[config.mk]
export PLATFORM = sky130hd
export DESIGN_NAME = fixed_exp_neg_pipe
export DESIGN_NICKNAME = d
export VERILOG_FILES = /design/src/rtl/fixed_exp_neg_pipe.sv
export SDC_FILE = /design/constraint.sdc
export NUM_CORES = 1
export LEC_CHECK = 0
export ABC_AREA = 1
export CORE_MARGIN = 2
export CORE_UTILIZATION = 65
export CTS_BUF_LIST = sky130_fd_sc_hd__clkbuf_8 sky130_fd_sc_hd__clkbuf_16
export DETAILED_ROUTE_END_ITERATION = 8
export HOLD_SLACK_MARGIN = 0.15
export PLACE_DENSITY = 0.83
export SLEW_MARGIN = 30
export SYNTH_ARGS = -nofsm -noshare
export SYNTH_HDL_FRONTEND = slang
export SYNTH_SLANG_ARGS = --single-unit
[constraint.sdc]
create_clock -name clk -period 7.4 [get_ports clk]
set_input_delay 0.74 -clock clk [delete_from_list [all_inputs] [get_ports clk]]
set_output_delay 0.74 -clock clk [all_outputs]
set_load 0.02 [all_outputs]
[src/rtl/fixed_exp_neg_pipe.sv]
// Two-stage pipelined e^(-x) for unsigned fixed-point x: integer and fraction ROM lookup, then
// one rounded multiply. Both stages use valid/ready handshaking that passes backpressure upstream.
module fixed_exp_neg_pipe #(
    parameter int DATA_IN_0_PRECISION_0  = 8,
    parameter int DATA_IN_0_PRECISION_1  = 4,
    parameter int DATA_OUT_0_PRECISION_1 = 16,
    parameter int FRAC_LUT_BITS          = 4
) (
    input  logic                              clk,
    input  logic                              rst,
    input  logic [DATA_IN_0_PRECISION_0-1:0]  data_in_0,
    input  logic                              data_in_0_valid,
    output logic                              data_in_0_ready,
    output logic [DATA_OUT_0_PRECISION_1:0]   data_out_0,
    output logic                              data_out_0_valid,
    input  logic                              data_out_0_ready
);

    localparam int P0 = DATA_IN_0_PRECISION_0;
    localparam int P1 = DATA_IN_0_PRECISION_1;
    localparam int IW = P0 - P1;
    localparam int OF = DATA_OUT_0_PRECISION_1;
    localparam int OW = OF + 1;
    localparam int FB = FRAC_LUT_BITS;
    localparam int DI = 1 << IW;
    localparam int DF = 1 << FB;
    localparam int PW = 2 * OW;

    localparam logic [OW-1:0] ONE  = OW'(1) << OF;
    localparam logic [PW-1:0] HALF = PW'(1) << (OF - 1);
    localparam logic [PW-1:0] ONE_W = PW'(1) << OF;

    // round(2^OF * e^-(num / 2^frac_bits)); the series is summed for e^+t and inverted so that
    // large arguments stay well-conditioned.
    function automatic logic [OW-1:0] exp_q(input int num, input int frac_bits);
        real t;
        real term;
        real sum;
        t    = real'(num) / real'(1 << frac_bits);
        term = 1.0;
        sum  = 1.0;
        for (int n = 1; n < 200; n++) begin
            term = term * t / real'(n);
            sum  = sum + term;
        end
        return OW'($rtoi(real'(1 << OF) / sum + 0.5));
    endfunction

    logic [OW-1:0] lut_i [DI];
    logic [OW-1:0] lut_f [DF];

    for (genvar k = 0; k < DI; k++) begin : g_lut_i
        localparam logic [OW-1:0] VAL = exp_q(k, 0);
        assign lut_i[k] = VAL;
    end

    for (genvar k = 0; k < DF; k++) begin : g_lut_f
        localparam logic [OW-1:0] VAL = exp_q(k, FB);
        assign lut_f[k] = VAL;
    end

    logic [IW-1:0] idx_i;
    logic [FB-1:0] idx_f;
    assign idx_i = data_in_0[P0-1:P1];
    assign idx_f = data_in_0[P1-1 -: FB];

    logic          v1;
    logic          v2;
    logic [OW-1:0] s1_a;
    logic [OW-1:0] s1_b;
    logic [OW-1:0] s2_q;
    logic          adv1;
    logic          adv2;

    assign adv2 = !v2 || data_out_0_ready;
    assign adv1 = !v1 || adv2;
    assign data_in_0_ready  = adv1;
    assign data_out_0_valid = v2;
    assign data_out_0       = s2_q;

    logic [PW-1:0] prod;
    logic [PW-1:0] shifted;
    logic [OW-1:0] res;

    always_comb begin
        prod    = PW'(s1_a) * PW'(s1_b);
        shifted = (prod + HALF) >> OF;
        res     = shifted[OW-1:0];
        // A zero integer entry means e^-x underflows; force 0 explicitly.
        if (s1_a == '0) begin
            res = '0;
        end else if (shifted > ONE_W) begin
            res = ONE;
        end
    end

    always_ff @(posedge clk) begin
        if (rst) begin
            v1   <= 1'b0;
            v2   <= 1'b0;
            s1_a <= '0;
            s1_b <= '0;
            s2_q <= '0;
        end else begin
            if (adv1) begin
                v1   <= data_in_0_valid;
                s1_a <= lut_i[idx_i];
                s1_b <= lut_f[idx_f];
            end
            if (adv2) begin
                v2   <= v1;
                s2_q <= res;
            end
        end
    end

endmodule

==> summary.md, run 1 <==
| Metric | Value |
|---|---|
| Crit-path max cell delay | `0.92 ns` |
| CP Data Arrival Time | `6.90 ns` |
| Setup Viol. Count Final | `0` |
| RSZ-0062 raised after global routing | `false` |
| Crit-path slowest cell | `dfxtp_1` |
| Fmax achieved | `150 MHz` |
| Share of post-route cells with drive strength above 1 | `2.76%` |
| Crit path max fanout | `19` |
| Number of global-route vias before repair | `11100` |
| Syn Inst Count | `1750` |
| Slew Viols, Final | `0` |
| Initial Util | `66.0%` |
| Vias post-DR | `10400` |
| RD Place Congestion | `0.954` |
| Final Cycle Share | `90.3%` |
| Critical path type | `register to register` |
| Num rows | `50` |
| Clock Power Share | `24.6%` |
| Number of stages on the worst hold path | `2` |
| Sw Ratio | `43.7%` |
| PwrDens | `79.0 mW/mm^2` |
| Sequential power share | `34.5%` |
| Die height | `142 um` |
| Resized cells post-CTS | `0` |
| Met2 Resource Use GR | `57.3%` |
| Pin count of the biggest net entering global routing | `37` |
| Port-buffer cells | `30` |
| Hold_ws | `0.478 ns` |
| Req. time, crit path | `7.62 ns` |
| Final wirelength | `30400 um` |
| DIE WIDTH | `142 um` |
| Drt drc | `0` |
| # hold bufs at CTS | `0` |
| Worst vdd ir | `0.109 mV` |
| Flop2flop setup slack | `0.72 ns` |
| Crit path time final | `6.68 ns` |
| Grt total ovfl | `0` |
| Post-CTS repair timing setup buffer count | `0` |
| DPL Wire Length | `25100 um` |
| CTS tree | `yes` |
| CTS root buf | `clkbuf_16` |
| Register clock-pin slew on the reported worst setup and hold paths | `0.08 ns` |
| Met3 Use GR | `5.70%` |
| Hold Startpoint | `v1` |
| Post-synthesis sequential area ratio | `8.14%` |
| Capturing point of the worst reg2reg path | `data_out_0[5]` |
| Total clock sinks | `50` |
| Tightest Hold Check Type | `register to register` |
| Commonest cells after routing, fill and taps aside | `531 x inv_1, 443 x nand2_1, 191 x fa_1` |
| Grt peak-use layer | `met2` |
| CP Launch Type | `register` |
| Number of synthesized register bits | `50` |
| Final Skew | `0.00509 ns` |
| Syn nets | `2104` |
| Run status | `finished clean` |
| Cell area after synthesis | `0.0123 mm^2` |
| Antenna violations before repair | `0` |
| Internal | `0.000573 W` |
| # H-tree levels | `2` |
| Num CTS Buffers | `5` |
| Most common cell after layout, fill and taps aside | `inv_1` |
| Setup TNS Final | `0 ns` |
| Synthesis-to-finish area growth | `4.60%` |
| Hold Fails Final Rpt | `0` |
| Diode count | `0` |
| DR iter-0 viols | `777` |
| Hold Path Sink | `data_out_0_valid` |
| Switching power | `0.000444 W` |
| Final net count | `2089` |
| Reg2reg start | `s1_a[14]` |
| Avg Inst Size Synth | `7.03 um^2` |
| Routing usage on met1 | `41.3%` |
| Vias per cell | `5.30` |
| DIE AREA | `0.0200 mm^2` |
| Worst-case clock buffer depth | `2` |
| Reg2reg path depth | `25` |
| Tightest Pin Transition | `0.933 ns` |
| CP endpoint kind | `register` |
| Clock Latency Late Sink | `0.31 ns` |
| WL per Instance | `15.5 um` |
| Comb power frac | `40.9%` |
| Leak | `8.02 nW` |
| First-pass GRT wire length | `52700 um` |
| I/O Pins | `31` |
| First-pass DRT Iterations | `7` |
| Slew headroom | `37.7%` |
| Max cap viols | `0` |
| Ys Warns | `0` |
| Total track usage | `33.0%` |
| Netlist cell types | `40` |
| Core area | `0.0186 mm^2` |
| Detail Route Antenna Nets | `0` |
metrics by stage:
| step | cells | utilization [%] | worst slack, ns | total power (W) | instance area, um^2 |
|---|---|---|---|---|---|
| final | 1970 | 69.0 | 0.720 | 0.00102 | 12900 |
| after global routing | 1970 | 69.0 | 0.301 | 0.00109 | 12900 |
| after CTS | 1970 | 69.0 | 0.801 | 0.00101 | 12900 |
| after detailed placement | 1962 | 68.2 | 0.830 | 0.000764 | 12700 |
| after global placement | 1962 | 68.2 | 0.882 | 0.000754 | 12700 |
| after floorplan | 1750 | - | 1.55 | 0.000620 | 12300 |
power by group through the flow:
stage	clock network, W	registers (W)	logic (W)
3_5_place_dp	0	0.000354	0.000411
5_1_grt	0.000262	0.000353	0.000473
2_1_floorplan	0	0.000312	0.000308
3_3_place_gp	0	0.000353	0.000401
4_1_cts	0.000252	0.000348	0.000415
6_report	0.000250	0.000351	0.000415
worst max-delay path: cells and delay by family, from the launching register on:
kind | cells | cell delay (ns)
AO/OA/AOI/OAI | 1 | 0.12
adder cells (fa/ha/maj) | 7 | 3.47
buffers and inverters | 4 | 0.24
flip-flops | 1 | 0.92
AND/OR/NAND/NOR | 13 | 1.84
worst max path at each step:
stage / startpoint / endpoint / slack (ns) / depth (start not counted)
6_report: s1_a[14] / data_out_0[5] / 0.72 / 25
5_1_grt: s1_a[14] / data_out_0[2] / 0.30 / 25
4_1_cts: s1_a[14] / data_out_0[5] / 0.80 / 25
3_5_place_dp: s1_a[14] / data_out_0[5] / 0.83 / 25
3_3_place_gp: s1_a[14] / data_out_0[5] / 0.88 / 25
2_1_floorplan: s1_a[11] / data_out_0[0] / 1.55 / 29
metal layers:
layer | up-vias | wire length (um)
li1 | 5027 | -
met1 | 4884 | 12400
met2 | 436 | 14600
met3 | 93 | 2210
met4 | 0 | 1200
met5 | - | 0
final cells by class:
class	count	area, um^2
multi-input cells	1105	9050
clock inverters	3	28.8
clock buffers	5	125
fillers	1607	5780
flip-flops and latches	50	1000
repair buffers	38	360
well taps	234	293
inverters	535	2010
cell families (layout without fill, tap and decap cells):
logic type / Yosys count / in the layout / share of synthesized area [%]
and+or+nand+nor: 613 / 613 / 20.2
buffers and inverters: 595 / 581 / 18.3
adders and majority gates: 342 / 342 / 46.5
DFF: 50 / 50 / 8.14
xor gates and xnor gates: 4 / 4 / 0.285
AOI/OAI and AO/OA: 146 / 146 / 6.66
sequential cells by signal, indices dropped and copies added (netlist names):
register,flops
s1_b,17
s1_a,14
data_out_0,17
data_out_0_valid,1
v1,1
cells in the mapped netlist, drive strengths merged:
library cell	instances	area (um^2)
nand2	458	1760
dfxtp	50	1000
ha	151	1890
o211ai	2	15.0
a32oi	1	8.76
nor2	90	348
a22o	1	8.76
clkinv	3	11.3
buf	12	61.3
o31ai	1	7.51
nand4	9	62.6
a31oi	9	56.3
a21oi	76	418
xor2	3	26.3
clkbuf	48	180
inv	532	2000
nand3	36	185
nor3	10	50.1
o21ai	47	235
fa	191	3820
xnor2	1	8.76
or4	2	15.0
nand3b	5	37.5
a211oi	4	30.0
a221oi	2	17.5
o21a	1	7.51
and2	2	12.5
nor4	1	6.26
o21bai	2	15.0
(Power assumes the default switching activity.)
==> inputs of run 2 (changes only) <==
CTS_CLUSTER_DIAMETER = 200   (was unset)
==> results of run 2 <==
Same layout as run 1: the final DEF is identical, and so are final timing and power.
